**config.mk**
```make
export PLATFORM = sky130hd
export DESIGN_NAME = keypad_scanner
export DESIGN_NICKNAME = d
export VERILOG_FILES = /design/src/rtl/keypad_pkg.sv /design/src/rtl/keypad_scanner_sync2.sv /design/src/rtl/keypad_scanner.sv
export SDC_FILE = /design/constraint.sdc
export NUM_CORES = 1
export LEC_CHECK = 0
export ABC_AREA = 1
export CORE_ASPECT_RATIO = 2
export CORE_UTILIZATION = 66
export CTS_BUF_LIST = sky130_fd_sc_hd__clkbuf_4
export DETAILED_ROUTE_END_ITERATION = 10
export DONT_BUFFER_PORTS = 1
export GPL_ROUTABILITY_DRIVEN = 0
export PLACE_DENSITY = 0.8
export REMOVE_ABC_BUFFERS = 1
export SYNTH_ARGS = -nofsm -noshare
export SYNTH_HDL_FRONTEND = slang
export SYNTH_HIERARCHICAL = 1
export SYNTH_SLANG_ARGS = --single-unit
```
**constraint.sdc**
```tcl
create_clock -name clk_2 -period 3.2 [get_ports clk_2]
set_input_delay 0.32 -clock clk_2 [delete_from_list [all_inputs] [get_ports clk_2]]
set_output_delay 0.32 -clock clk_2 [all_outputs]
set_load 0.02 [all_outputs]
```
**src/rtl/keypad_pkg.sv**
```systemverilog
// -----------------------------------------------------------------------------
// keypad_pkg
// Shared definitions for the 3x4 phone keypad: key code constants, scanner FSM
// state encoding, round result encoding and the (row, col) -> code mapping.
// Imported by keypad_scanner and by GameManager so both agree on code values.
// Layout: row0 = 1 2 3, row1 = 4 5 6, row2 = 7 8 9, row3 = * 0 #.
// -----------------------------------------------------------------------------
package keypad_pkg;

  localparam logic [3:0] KEY_STAR = 4'd10;
  localparam logic [3:0] KEY_HASH = 4'd11;
  localparam logic [3:0] KEY_NONE = 4'd15;

  typedef enum logic [1:0] {
    ST_IDLE       = 2'd0,
    ST_PRESS_DB   = 2'd1,
    ST_HELD       = 2'd2,
    ST_RELEASE_DB = 2'd3
  } kp_state_e;

  typedef enum logic [1:0] {
    RES_NONE  = 2'd0,
    RES_KEY   = 2'd1,
    RES_MULTI = 2'd2
  } round_res_e;

  // Digits 1..9 follow row*3 + col + 1; the bottom row is remapped to * 0 #.
  function automatic logic [3:0] key_code_of(input logic [1:0] row,
                                             input logic [1:0] col);
    logic [3:0] code;
    if (row == 2'd3) begin
      case (col)
        2'd0:    code = KEY_STAR;
        2'd1:    code = 4'd0;
        default: code = KEY_HASH;
      endcase
    end else begin
      code = ({2'b00, row} * 4'd3) + {2'b00, col} + 4'd1;
    end
    return code;
  endfunction

endpackage

```
**src/rtl/keypad_scanner_sync2.sv**
```systemverilog
// -----------------------------------------------------------------------------
// sync2
// Two-flop synchroniser for a bus of independent asynchronous level signals.
// Ports:
//   clk_i  - destination clock
//   rst_ni - asynchronous active-low reset, clears both stages
//   d_i    - asynchronous input bus
//   q_o    - synchronised output bus (two clk_i cycles of latency)
// -----------------------------------------------------------------------------
module sync2 #(
  parameter int W = 4
) (
  input  logic         clk_i,
  input  logic         rst_ni,
  input  logic [W-1:0] d_i,
  output logic [W-1:0] q_o
);

  logic [W-1:0] meta_q;
  logic [W-1:0] sync_q;

  always_ff @(posedge clk_i or negedge rst_ni) begin
    if (!rst_ni) begin
      meta_q <= '0;
      sync_q <= '0;
    end else begin
      meta_q <= d_i;
      sync_q <= meta_q;
    end
  end

  assign q_o = sync_q;

endmodule

```
**src/rtl/keypad_scanner.sv**
```systemverilog
// -----------------------------------------------------------------------------
// keypad_scanner
// Scans a 3x4 phone keypad column by column, classifies each full scan round
// as NONE / KEY(code) / MULTI, debounces presses and releases over
// DEBOUNCE_ROUNDS identical rounds and emits one key event per press.
// Ports:
//   clk_2       - system clock
//   rst_n       - asynchronous active-low reset
//   KEY_ROW     - raw row lines, active-high, asynchronous
//   KEY_COL     - one-hot column drive, active-high
//   key_valid   - one-cycle pulse when a debounced press is accepted
//   key_code    - code of the last accepted key (KEY_NONE after reset)
//   key_held    - high from acceptance until the release is debounced
//   key_multi   - high while the last completed round saw two or more keys
//   dbg_state_o - current debounce FSM state
// Handshake: key_valid is a single-cycle strobe with no back-pressure; the
// consumer must capture key_code in the cycle key_valid is high (key_code also
// stays stable until the next accepted press).
// -----------------------------------------------------------------------------
module keypad_scanner
  import keypad_pkg::*;
#(
  parameter int SCAN_CYCLES     = 1000,
  parameter int DEBOUNCE_ROUNDS = 4
) (
  input  logic       clk_2,
  input  logic       rst_n,
  input  logic [3:0] KEY_ROW,
  output logic [2:0] KEY_COL,
  output logic       key_valid,
  output logic [3:0] key_code,
  output logic       key_held,
  output logic       key_multi,
  output kp_state_e  dbg_state_o
);

  localparam int SW = $clog2(SCAN_CYCLES);
  localparam int DW = $clog2(DEBOUNCE_ROUNDS + 1);
  localparam logic [SW-1:0] SCAN_LAST = SW'(SCAN_CYCLES - 1);
  // The FSM leaves the debounce state on the round that would bring the
  // count to DEBOUNCE_ROUNDS, so deb_cnt never exceeds DEBOUNCE_ROUNDS-1.
  localparam logic [DW-1:0] DEB_LAST  = DW'(DEBOUNCE_ROUNDS - 1);

  // ---------------------------------------------------------------------------
  // Input synchroniser
  // ---------------------------------------------------------------------------
  logic [3:0] row_sync;

  sync2 #(.W(4)) u_row_sync (
    .clk_i  (clk_2),
    .rst_ni (rst_n),
    .d_i    (KEY_ROW),
    .q_o    (row_sync)
  );

  // ---------------------------------------------------------------------------
  // Scan counter and column rotation
  // ---------------------------------------------------------------------------
  logic [SW-1:0] slot_cnt_q, slot_cnt_d;
  logic [2:0]    col_q, col_d;
  logic          slot_end;
  logic          round_end;

  // Sampling on the last slot cycle leaves >= 3 cycles for the column drive
  // to propagate through the keypad and the synchroniser.
  assign slot_end  = (slot_cnt_q == SCAN_LAST);
  assign round_end = slot_end & col_q[2];

  always_comb begin
    slot_cnt_d = slot_end ? '0 : slot_cnt_q + SW'(1);
    col_d      = slot_end ? {col_q[1:0], col_q[2]} : col_q;
  end

  // ---------------------------------------------------------------------------
  // Round evaluator: accumulates a saturating key count (0, 1, 2+) and the
  // code of the first key seen across the three column samples.
  // ---------------------------------------------------------------------------
  logic [1:0] acc_cnt_q, acc_cnt_d;
  logic [3:0] acc_code_q, acc_code_d;
  logic [2:0] row_pop;
  logic [2:0] tot_cnt;
  logic [1:0] cur_cnt;
  logic [1:0] row_idx;
  logic [1:0] col_idx;
  logic [3:0] cur_code;
  round_res_e round_res;

  always_comb begin
    row_pop = 3'(row_sync[0]) + 3'(row_sync[1]) + 3'(row_sync[2]) + 3'(row_sync[3]);
    tot_cnt = {1'b0, acc_cnt_q} + row_pop;
    cur_cnt = (tot_cnt >= 3'd2) ? 2'd2 : tot_cnt[1:0];

    if (row_sync[3])      row_idx = 2'd3;
    else if (row_sync[2]) row_idx = 2'd2;
    else if (row_sync[1]) row_idx = 2'd1;
    else                  row_idx = 2'd0;

    if (col_q[2])      col_idx = 2'd2;
    else if (col_q[1]) col_idx = 2'd1;
    else               col_idx = 2'd0;

    // The stored code is only meaningful when exactly one key was counted.
    cur_code = (acc_cnt_q == 2'd0) ? key_code_of(row_idx, col_idx) : acc_code_q;

    case (cur_cnt)
      2'd0:    round_res = RES_NONE;
      2'd1:    round_res = RES_KEY;
      default: round_res = RES_MULTI;
    endcase

    acc_cnt_d  = acc_cnt_q;
    acc_code_d = acc_code_q;
    if (round_end) begin
      acc_cnt_d  = 2'd0;
      acc_code_d = KEY_NONE;
    end else if (slot_end) begin
      acc_cnt_d  = cur_cnt;
      acc_code_d = cur_code;
    end
  end

  // ---------------------------------------------------------------------------
  // Debounce FSM: state register
  // ---------------------------------------------------------------------------
  kp_state_e     state_q, state_d;
  logic [DW-1:0] deb_cnt_q, deb_cnt_d;
  logic [3:0]    cand_q, cand_d;
  logic [3:0]    code_q, code_d;
  logic          valid_q, valid_d;
  logic          multi_q, multi_d;
  logic          accept;

  always_ff @(posedge clk_2 or negedge rst_n) begin
    if (!rst_n) begin
      slot_cnt_q <= '0;
      col_q      <= 3'b001;
      acc_cnt_q  <= 2'd0;
      acc_code_q <= KEY_NONE;
      state_q    <= ST_IDLE;
      deb_cnt_q  <= '0;
      cand_q     <= KEY_NONE;
      code_q     <= KEY_NONE;
      valid_q    <= 1'b0;
      multi_q    <= 1'b0;
    end else begin
      slot_cnt_q <= slot_cnt_d;
      col_q      <= col_d;
      acc_cnt_q  <= acc_cnt_d;
      acc_code_q <= acc_code_d;
      state_q    <= state_d;
      deb_cnt_q  <= deb_cnt_d;
      cand_q     <= cand_d;
      code_q     <= code_d;
      valid_q    <= valid_d;
      multi_q    <= multi_d;
    end
  end

  // ---------------------------------------------------------------------------
  // Debounce FSM: next-state logic (only advances on round boundaries)
  // ---------------------------------------------------------------------------
  always_comb begin
    state_d   = state_q;
    deb_cnt_d = deb_cnt_q;
    cand_d    = cand_q;
    accept    = 1'b0;

    if (round_end) begin
      case (state_q)
        ST_IDLE: begin
          if (round_res == RES_KEY) begin
            cand_d = cur_code;
            if (DEBOUNCE_ROUNDS == 1) begin
              state_d   = ST_HELD;
              accept    = 1'b1;
              deb_cnt_d = '0;
            end else begin
              state_d   = ST_PRESS_DB;
              deb_cnt_d = DW'(1);
            end
          end
        end
        ST_PRESS_DB: begin
          if (round_res == RES_KEY && cur_code == cand_q) begin
            if (deb_cnt_q == DEB_LAST) begin
              state_d   = ST_HELD;
              accept    = 1'b1;
              deb_cnt_d = '0;
            end else begin
              deb_cnt_d = deb_cnt_q + DW'(1);
            end
          end else if (round_res == RES_KEY) begin
            cand_d    = cur_code;
            deb_cnt_d = DW'(1);
          end else begin
            state_d   = ST_IDLE;
            deb_cnt_d = '0;
          end
        end
        ST_HELD: begin
          if (round_res == RES_NONE) begin
            if (DEBOUNCE_ROUNDS == 1) begin
              state_d   = ST_IDLE;
              deb_cnt_d = '0;
            end else begin
              state_d   = ST_RELEASE_DB;
              deb_cnt_d = DW'(1);
            end
          end
        end
        ST_RELEASE_DB: begin
          if (round_res == RES_NONE) begin
            if (deb_cnt_q == DEB_LAST) begin
              state_d   = ST_IDLE;
              deb_cnt_d = '0;
            end else begin
              deb_cnt_d = deb_cnt_q + DW'(1);
            end
          end else begin
            state_d   = ST_HELD;
            deb_cnt_d = '0;
          end
        end
        default: begin
          state_d   = ST_IDLE;
          deb_cnt_d = '0;
        end
      endcase
    end

    code_d  = accept ? cand_d : code_q;
    valid_d = accept;
    multi_d = round_end ? (round_res == RES_MULTI) : multi_q;
  end

  // ---------------------------------------------------------------------------
  // Debounce FSM: outputs
  // ---------------------------------------------------------------------------
  always_comb begin
    KEY_COL     = col_q;
    key_valid   = valid_q;
    key_code    = code_q;
    key_held    = (state_q == ST_HELD) || (state_q == ST_RELEASE_DB);
    key_multi   = multi_q;
    dbg_state_o = state_q;
  end

endmodule
```
==> After elaboration in Yosys (flattened, before gate mapping) <==
Index checks and enable logic that the tools add are counted.
{ "word_totals": {"ram_bits": 0, "n_memories": 0, "latchBits": 0, "mem_bits_ro": 0, "reg_bits": 42, "word_cells": 87} }
{ "op_classes": {"reduce_logical": 10, "div": 0, "n_addsub": 8, "n_shift": 0, "n_mul": 1, "n_mux": 38, "magnitude_cmp": 1, "n_eq_ne": 16, "n_bitwise": 1} }
{ "op_table": {"columns": ["cell", "n"], "rows": [
  ["2-to-1 mux 4 bit", 7],
  ["2-to-1 mux 2 bit", 13],
  ["case mux 4 bit (2 select lines)", 2],
  ["2-to-1 mux 3 bit", 5],
  ["case mux 3 bit (4 select lines)", 1],
  ["adder 10 x 1 -> 10 bit, second input constant", 1],
  ["equality test 10 bit, second input constant", 1],
  ["logical NOT 2 bit", 5],
  ["2-to-1 mux 10 bit", 1],
  ["!= test 3 bit, second input constant", 3],
  ["equality test 2 x 1 -> 1 bit, second input constant", 4],
  ["equality test 2 bit, second input constant", 4],
  ["case mux 2 bit (4 select lines)", 1],
  ["2-to-1 mux 1 bit", 7],
  ["AND reduction 6 bit", 1],
  ["adder 4 x 1 -> 4 bit, second input constant", 1],
  ["adder 4 x 2 -> 4 bit", 1],
  ["equality test 4 bit", 1],
  ["multiplier 2 x 2 -> 4 bit, second input constant", 1],
  ["!= test 2 bit, second input constant", 2],
  ["case mux 2 bit (2 select lines)", 1],
  ["adder 2 x 1 -> 3 bit", 1],
  ["adder 2 x 3 -> 3 bit", 1],
  ["adder 3 x 1 -> 3 bit", 1],
  ["other kinds (9)", 9]
]} }

==> Logic depth before layout (Yosys ltp) <==
Gate-level depths: netlist (run 1).
{ "depth": {"depth_word": 13, "mapped_depth": 19, "depth_no_buf": 19} }

==> By module <==
The synthesis (run 1) kept the hierarchy.
{ "by_module_without_submodules": {"columns": ["module", "n_inst", "seq_area_each_um2", "cells_each", "area_per_inst_um2"], "rows": [
  ["keypad_scanner", 1, 867.1, 289, 2247.2],
  ["sync2", 1, 200.2, 8, 200.2]
]} }

==> Least setup slack after synthesis (run 1) <==
No wires, ideal clock.
{ "synth_path": {"kind": "flip-flop to flip-flop", "startpoint": "register u_row_sync.sync_q[0] (netlist: u_row_sync/q_o[0])", "endpoint": "register state_q[0] (netlist: dbg_state_o[0])", "path_stages_with_launch": 15, "t_required_ns": 3.087, "t_arrival_ns": 2.635, "path_buffers": 0, "setup_ns": 0.113, "period_less_slack_ns": 2.748, "path_slack_ns": 0.452, "cell_sequence": "dfrtp_1 fa_1 fa_1 fa_1 nor2_2 nand2_1 nor2_4 inv_2 nand2_1 nand2_1 nor3b_4 nand2_1 nand2_1 nand2_1 inv_1"} }
{ "synth_between": {"elab_chain_len": 12, "word_cells_on_any_way": 21, "cone_classes": "add/sub: 4; order compare: 1; eq/ne: 7; mux: 5; reduce/logical: 4"} }
{ "synth_lines": {"columns": ["element", "line_no", "source"], "rows": [
  ["from (decl)", "keypad_scanner_sync2.sv:20", "logic [W-1:0] sync_q;"],
  ["from (signal assigned)", "keypad_scanner_sync2.sv:28", "sync_q <= meta_q;"],
  ["adder 1 x 1 -> 2 bit (*)", "keypad_scanner.sv:89", "row_pop = 3'(row_sync[0]) + 3'(row_sync[1]) + 3'(row_sync[2]) + 3'(row_sync[3]);"],
  ["adder 2 x 1 -> 3 bit (*)", "keypad_scanner.sv:89", null],
  ["adder 3 x 1 -> 3 bit (*)", "keypad_scanner.sv:89", null],
  ["adder 2 x 3 -> 3 bit (*)", "keypad_scanner.sv:90", "tot_cnt = {1'b0, acc_cnt_q} + row_pop;"],
  ["greater-or-equal comparator 3 x 2 -> 1 bit", "keypad_scanner.sv:91", "cur_cnt = (tot_cnt >= 3'd2) ? 2'd2 : tot_cnt[1:0];"],
  ["2-to-1 mux 2 bit (*)", "keypad_scanner.sv:91", null],
  ["equality test 2 x 1 -> 1 bit or logical NOT 2 bit (tied branches)", "keypad_scanner.sv:105", "case (cur_cnt)"],
  ["case mux 2 bit (2 select lines) (*)", "keypad_scanner.sv:105", null],
  ["equality test 2 x 1 -> 1 bit", "keypad_scanner.sv:171, keypad_scanner.sv:184, keypad_scanner.sv:192", null],
  ["logical AND 1 bit", "keypad_scanner.sv:184", "if (round_res == RES_KEY && cur_code == cand_q) begin"],
  ["!= test 3 bit (no source line) or 2-to-1 mux 2 bit (tied branches)", null, null],
  ["AND reduction 6 bit (no source line) or case mux 2 bit (4 select lines) (tied branches)", null, null],
  ["to (signal assigned)", "keypad_scanner.sv:150", "state_q <= state_d;"],
  ["to (decl)", "keypad_scanner.sv:125", "kp_state_e state_q, state_d;"]
]} }
Mark *: on every way between the ends. The rest lies on a longest branch, timed or not.
A chain may end at the register's enable or synchronous reset.

==> Final worst setup path (run 1) <==
Ends and elaborated chain as after synthesis.

==> results.cfg, run 1 <==
[status]
status = complete, no violations

[job]
maxCapViolations = 0

[timing]
setup_tns_ns = 0
final.min_clock_period_ns = 2.97
hold_viol_final = 0
unrepaired_setup_endpoints_after_global_routing = no
fin_crit_sh_pct = 92.8
skew_ns = 0.0143
worst_slew_pin_slew_ns = 0.585
setup_slack_ns = 0.230
setup_viol = 0
final_max_slew_viol_count = 0
max_freq_mhz = 337
tightest_slew_margin_relative_to_the_limit_pct = 61.0

[critical_path]
critPathRequiredTime_ns = 3.47
timing.critical_path.from_type = flip-flop
cp_max_fo = 6
cp-end-kind = flip-flop
critPathKind = flip-flop to flip-flop
critPathArrivalTime_ns = 3.24

[layout]
design_area_um2 = 2670
layout.nets = 328
area.growth.synth_to_final_pct = 9.00
num_antenna_cells = 0
final_cell_mix = sky130_fd_sc_hd__nand2_1 (76), sky130_fd_sc_hd__inv_1 (47), sky130_fd_sc_hd__dfrtp_1 (29)
layout.cells.most_common = sky130_fd_sc_hd__nand2_1
postLayoutCoreUtil_pct = 74.8
layout-drive-gt1-share_pct = 20.8
filler_cell_count = 279

[place]
place.port_buffers = 0
place_hpwl_um = 3960
detailed_place.area_um2 = 2520
detailedPlace.worstSlack_ns = 0.216

[yosys]
yosysTopAreaCellShare_pct = 29.7
syn-cell-area_um2 = 2450
ys_top_cells_by_area = sky130_fd_sc_hd__dfrtp_1 (30%), sky130_fd_sc_hd__dfstp_2 (14%), sky130_fd_sc_hd__nand2_1 (12%)
ffs_latches_synth = 42
post_synth_edffs = 0
synth.yosys.seq_area_share_pct = 43.6
synth_async_sr_flop_share_pct = 100
postSynthCellCount = 297
ys_warn_count = 6
synth_top_flop_cell = sky130_fd_sc_hd__dfrtp_1
post_synthesis_area_per_instance_um2 = 8.24
yosysUniqueCellTypes = 33
synth_area_leader_cell = sky130_fd_sc_hd__dfrtp_1

[global_route]
first_global_vias = 2014
grt_start_max_net_pins = 43
wire_length_of_the_first_global_routing_pass_um = 8650
grtUsageTotal_pct = 30.4
grt_antenna_before_repair = 0
grt_overflow_total = 0

[floorplan]
die_width_um = 45.1
die_area_um2 = 3970
num_rows = 31
core_region_area_um2 = 3570
floorplan.die.height_um = 88.1
start_util_pct = 68.6
num_io_pins = 18

[cts]
cts_max_path_buffers = 2
postCtsSetupRepairBufs = 0
clkSinkCount = 42
cts_tree = yes
cts.reportedPaths.clkPinSlew_ns = 0.13
h-tree-depth = 2
cts-buffers-inserted = 5
cts_root_buf = sky130_fd_sc_hd__clkbuf_4
clock_insertion_delay_worst_skew_ns = 0.35

[power]
worst_ir_drop_vdd_mv = 0.295
power_density_nw_per_um2 = 376
power_leakage_nw = 1.29
total_power_mw = 1.00

[detailed_routing]
antenna_violating_nets_post_route = 0
vias = 1906
drt-vias-per-instance = 5.28
detail_route.iter0.violations = 35
detail_route.drc_violations = 0
routed_wirelength_um = 5140
routedWlPerCell_um = 14.2
first_pass_detailed_route_iteration_total = 4

[worst_hold_path]
class_of_the_worst_hold_path = flip-flop to flip-flop
[kinds of logic after synthesis]
| logic type | share of synthesized area, % |
|---|---|
| xor gates and xnor gates | 0.716 |
| DFF | 43.6 |
| AOI/OAI and AO/OA | 6.59 |
| buffers and inverters | 8.79 |
| and+or+nand+nor | 33.1 |
| adders and majority gates | 7.16 |
[power by group]
part | leakage (nW) | total, mW | switching [mW] | internal [mW]
clock network | 0.0450 | 0.338 | 0.176 | 0.162
logic | 0.740 | 0.125 | 0.0834 | 0.0420
registers | 0.506 | 0.540 | 0.00355 | 0.537
[routing by layer]
layer / vias up / GRT usage, % / wire [um]
met3: 15 / 4.12 / 110
li1: 950 / - / -
met1: 909 / 29.2 / 1800
met4: 0 / 15.7 / 189
met5: - / 0 / 0
met2: 32 / 58.2 / 3050
[cells in the mapped netlist, types with 2 or more instances]
cell,instances
sky130_fd_sc_hd__a21oi_1,5
sky130_fd_sc_hd__a22oi_1,2
sky130_fd_sc_hd__a31oi_1,3
sky130_fd_sc_hd__dfrtp_1,29
sky130_fd_sc_hd__dfstp_2,13
sky130_fd_sc_hd__fa_1,5
sky130_fd_sc_hd__ha_1,6
sky130_fd_sc_hd__inv_1,47
sky130_fd_sc_hd__inv_2,7
sky130_fd_sc_hd__nand2_1,76
sky130_fd_sc_hd__nand2_2,13
sky130_fd_sc_hd__nand3_1,18
sky130_fd_sc_hd__nand3_2,3
sky130_fd_sc_hd__nand4_1,2
sky130_fd_sc_hd__nor2_1,24
sky130_fd_sc_hd__nor2_2,4
sky130_fd_sc_hd__nor2_4,8
sky130_fd_sc_hd__nor3_1,5
sky130_fd_sc_hd__o211ai_1,3
sky130_fd_sc_hd__o21ai_0,10
sky130_fd_sc_hd__xor2_1,2
[critical path: stages, from the launching register on]
cell and delay (ns):
sky130_fd_sc_hd__dfrtp_1 0.41, sky130_fd_sc_hd__fa_1 0.52, sky130_fd_sc_hd__fa_1 0.40, sky130_fd_sc_hd__fa_1 0.45, sky130_fd_sc_hd__nor2_2 0.15, sky130_fd_sc_hd__nand2_1 0.20, sky130_fd_sc_hd__nor2_4 0.20, sky130_fd_sc_hd__inv_2 0.07
sky130_fd_sc_hd__nand2_1 0.07, sky130_fd_sc_hd__nand2_1 0.06, sky130_fd_sc_hd__nor3b_4 0.17, sky130_fd_sc_hd__nand2_1 0.08, sky130_fd_sc_hd__nand2_1 0.05, sky130_fd_sc_hd__nand2_1 0.05, sky130_fd_sc_hd__inv_1 0.03
[stage by stage]
stage                     cells  hold slack (ns)
final                       361            0.365
after detailed placement    347           0.0252
after floorplan             296           0.0244
after global routing        361            0.376
after global placement      347           0.0252
after CTS                   361            0.369
[sequential cells by signal (all words and copies together) (netlist names)]
signal and count:
slot_cnt_q 10, acc_code_q 4, cand_q 4, key_code 4, u_row_sync/meta_q 4, u_row_sync/q_o 4
KEY_COL 3, deb_cnt_q 3, acc_cnt_q 2, dbg_state_o 2, key_multi 1, key_valid 1
[repair_timing]
action | in CTS | in global routing
resized for setup | 0 | 0
hold buffers | 6 | 0
endpoints found under the hold margin | 46 | 0
[cell type report]
cell class	count	area, um2	area share [%]
Clock buffer	5	37.5	1.41
Timing Repair Buffer	8	85.1	3.19
Tap cell	49	61.3	2.30
Clock inverter	3	40.0	1.50
Sequential cell	42	1070	40.0
Multi-Input combinational cell	199	1160	43.7
Inverter	55	211	7.93
[path summary, 6_finish.rpt]
path / startpoint / to / slack, ns / cells past startpoint
setup reg to reg: u_row_sync/q_o[0] / dbg_state_o[0] / 0.23 / 14
hold reg to reg: u_row_sync/meta_q[2] / u_row_sync/q_o[2] / 0.37 / 0
max in group asynchronous: rst_n / cand_q[0] / 2.52 / 2
setup / recovery: u_row_sync/q_o[0] / dbg_state_o[0] / 0.23 / 14
min in group asynchronous: rst_n / dbg_state_o[0] / 0.41 / 2
hold / removal: u_row_sync/meta_q[2] / u_row_sync/q_o[2] / 0.37 / 0
No activity file was read; power rests on OpenSTA's default activity.
==> run 2: changes to the inputs <==
CORE_UTILIZATION = 60   (was 66)
GPL_TIMING_DRIVEN = 0   (was not set)
PLACE_DENSITY = 0.74   (was 0.8)
==> run 2 against run 1 <==
- via count is 2.0% lower
- sequential power about the same
- clock power is 2% higher
- critical path depth did not move
- flip-flop and latch count did not move
- non-clock buffer count decreased by 2
- maximum frequency fell by 1.1%
- count of clock-buffer cells in the layout increased by 1
- cell area shrank 0.19%
==> results.cfg, run 2 (synthesis results as in run 1) <==
[status]
status = complete, no violations

[layout]
layoutNonFillerInstCount = 361
layout.nets = 326
regArea_um2 = 1070
layout-drive-gt1-share_pct = 21.0
final_cell_mix = sky130_fd_sc_hd__nand2_1 (75), sky130_fd_sc_hd__inv_1 (46), sky130_fd_sc_hd__dfrtp_1 (29)
filler_cell_count = 337
multi_input_comb_area_um2 = 1170
area.growth.synth_to_final_pct = 8.79
largest_reg_flops = 10
num_antenna_cells = 0
layout.cells.most_common = sky130_fd_sc_hd__nand2_1
largest_register = slot_cnt_q

[timing]
setup_tns_ns = 0
worst_slew_pin_slew_ns = 0.591
setup_viol = 0
tightest_slew_margin_relative_to_the_limit_pct = 60.6
unrepaired_setup_endpoints_after_global_routing = no
final_max_slew_viol_count = 0
final.min_clock_period_ns = 3.00
skew_ns = 0.00964
fin_crit_sh_pct = 93.9
hold_viol_final = 0
max_freq_mhz = 333

[cts]
h-tree-depth = 2
cts_max_path_buffers = 2
cts_tree = yes
clock_insertion_delay_worst_skew_ns = 0.35
postCtsSetupRepairBufs = 0
cts_root_buf = sky130_fd_sc_hd__clkbuf_4
cts-buffers-inserted = 5
clkSinkCount = 42
cts.reportedPaths.clkPinSlew_ns = 0.12

[floorplan]
num_rows = 32
num_io_pins = 18
die_area_um2 = 4350
die_width_um = 47.2
floorplan.die.height_um = 92.3
core_region_area_um2 = 3880
start_util_pct = 63.0

[detailed_routing]
routedWlPerCell_um = 13.2
drt-vias-per-instance = 5.17
vias = 1868
antenna_violating_nets_post_route = 0
detail_route.iter0.violations = 44
routed_wirelength_um = 4750
detail_route.drc_violations = 0
first_pass_detailed_route_iteration_total = 4

[global_route]
grtUsageTotal_pct = 26.1
grt_antenna_before_repair = 0
grt_overflow_total = 0
wire_length_of_the_first_global_routing_pass_um = 8000
first_global_vias = 1923
grt_start_max_net_pins = 43

[power]
internal_power_mw = 0.753
power_leakage_nw = 1.28
pwr-share-comb_pct = 12.5
power.net_switching_mw = 0.257
total_power_mw = 1.01
power_switching_share_pct = 25.4
p_clk_share_pct = 34.1
seqPwrFrac_pct = 53.4
worst_ir_drop_vdd_mv = 0.420
power_density_nw_per_um2 = 379

[place]
place_hpwl_um = 3770
dp_cells = 347
place.port_buffers = 0

[critical_path]
cp_max_fo = 6
path_cells = fa_1 > fa_1 > fa_1 > nor2_2 > nand2_2 > nor2_4 > inv_2 > nand2_1 > nand2_1 > nor3b_4 > nand2_1 > nand2_1 > nand2_1 > inv_1
timing.critical_path.from_type = flip-flop
critPathRequiredTime_ns = 3.46
delay_contributed_by_the_slowest_stage_of_the_critical_path_ns = 0.55
cpMaxStageDelayCell = sky130_fd_sc_hd__fa_1
critPathArrivalTime_ns = 3.26
critPathMostFrequentCell = sky130_fd_sc_hd__nand2_1
critPathKind = flip-flop to flip-flop
cp-end-kind = flip-flop

[worst_hold_path]
class_of_the_worst_hold_path = flip-flop to flip-flop

[job]
maxCapViolations = 0
run 2: critical path: cells and delay by family (launching register included):
family,cells,cell delay [ns]
adder cells (fa/ha/maj),3,1.42
AND/OR/NAND/NOR,9,0.97
flip-flops,1,0.40
buffers and inverters,2,0.11
run 2: metrics by stage:
| step | hold slack (ns) | cell area [um2] | util [%] | worst slack [ns] |
|---|---|---|---|---|
| 2_1_floorplan | 0.0244 | 2440 | - | 0.450 |
| 3_3_place_gp | 0.0251 | 2510 | 64.6 | 0.163 |
| 3_5_place_dp | 0.0252 | 2510 | 64.6 | 0.133 |
| 4_1_cts | 0.369 | 2660 | 68.5 | 0.0737 |
| 5_1_grt | 0.371 | 2660 | 68.6 | 0.0205 |
| 6_report | 0.362 | 2660 | 68.6 | 0.196 |
run 2: final timing paths:
path | depth (start not counted) | slack, ns | startpoint | end
hold reg to reg | 0 | 0.36 | u_row_sync/meta_q[3] | u_row_sync/q_o[3]
setup / recovery | 14 | 0.20 | u_row_sync/q_o[0] | dbg_state_o[0]
max in group asynchronous | 2 | 2.48 | rst_n | acc_code_q[3]
setup reg to reg | 14 | 0.20 | u_row_sync/q_o[0] | dbg_state_o[0]
min in group asynchronous | 2 | 0.44 | rst_n | slot_cnt_q[8]
hold / removal | 0 | 0.36 | u_row_sync/meta_q[3] | u_row_sync/q_o[3]
run 2: per-layer routing:
metal	vias to the layer above	wire length (um)	GRT usage [%]	share of wire, %
li1	948	-	-	-
met1	870	1630	24.6	34
met2	31	2770	46.5	58
met3	19	93	4.29	2.0
met4	0	266	17.4	5.6
met5	-	0	0	0
run 2: power by group through the flow:
| stage | clock [mW] | sequential, mW | combinational [mW] |
|---|---|---|---|
| 2_1_floorplan | 0 | 0.548 | 0.0858 |
| 3_3_place_gp | 0 | 0.549 | 0.105 |
| 3_5_place_dp | 0 | 0.549 | 0.106 |
| 4_1_cts | 0.355 | 0.540 | 0.126 |
| 5_1_grt | 0.378 | 0.540 | 0.145 |
| 6_report | 0.344 | 0.540 | 0.126 |
run 2: final cells by class:
type	count	share of cell area, %
Clock inverter	2	1.41
Multi-Input combinational cell	199	43.8
Inverter	55	7.94
Sequential cell	42	40.1
Tap cell	51	2.40
Timing Repair Buffer	6	2.63
Clock buffer	6	1.69
run 2: repair_timing:
action	CTS	global route
hold buffers	6	0
hold endpoints to repair	46	0
gates resized for setup	0	2
setup endpoints to repair	0	5
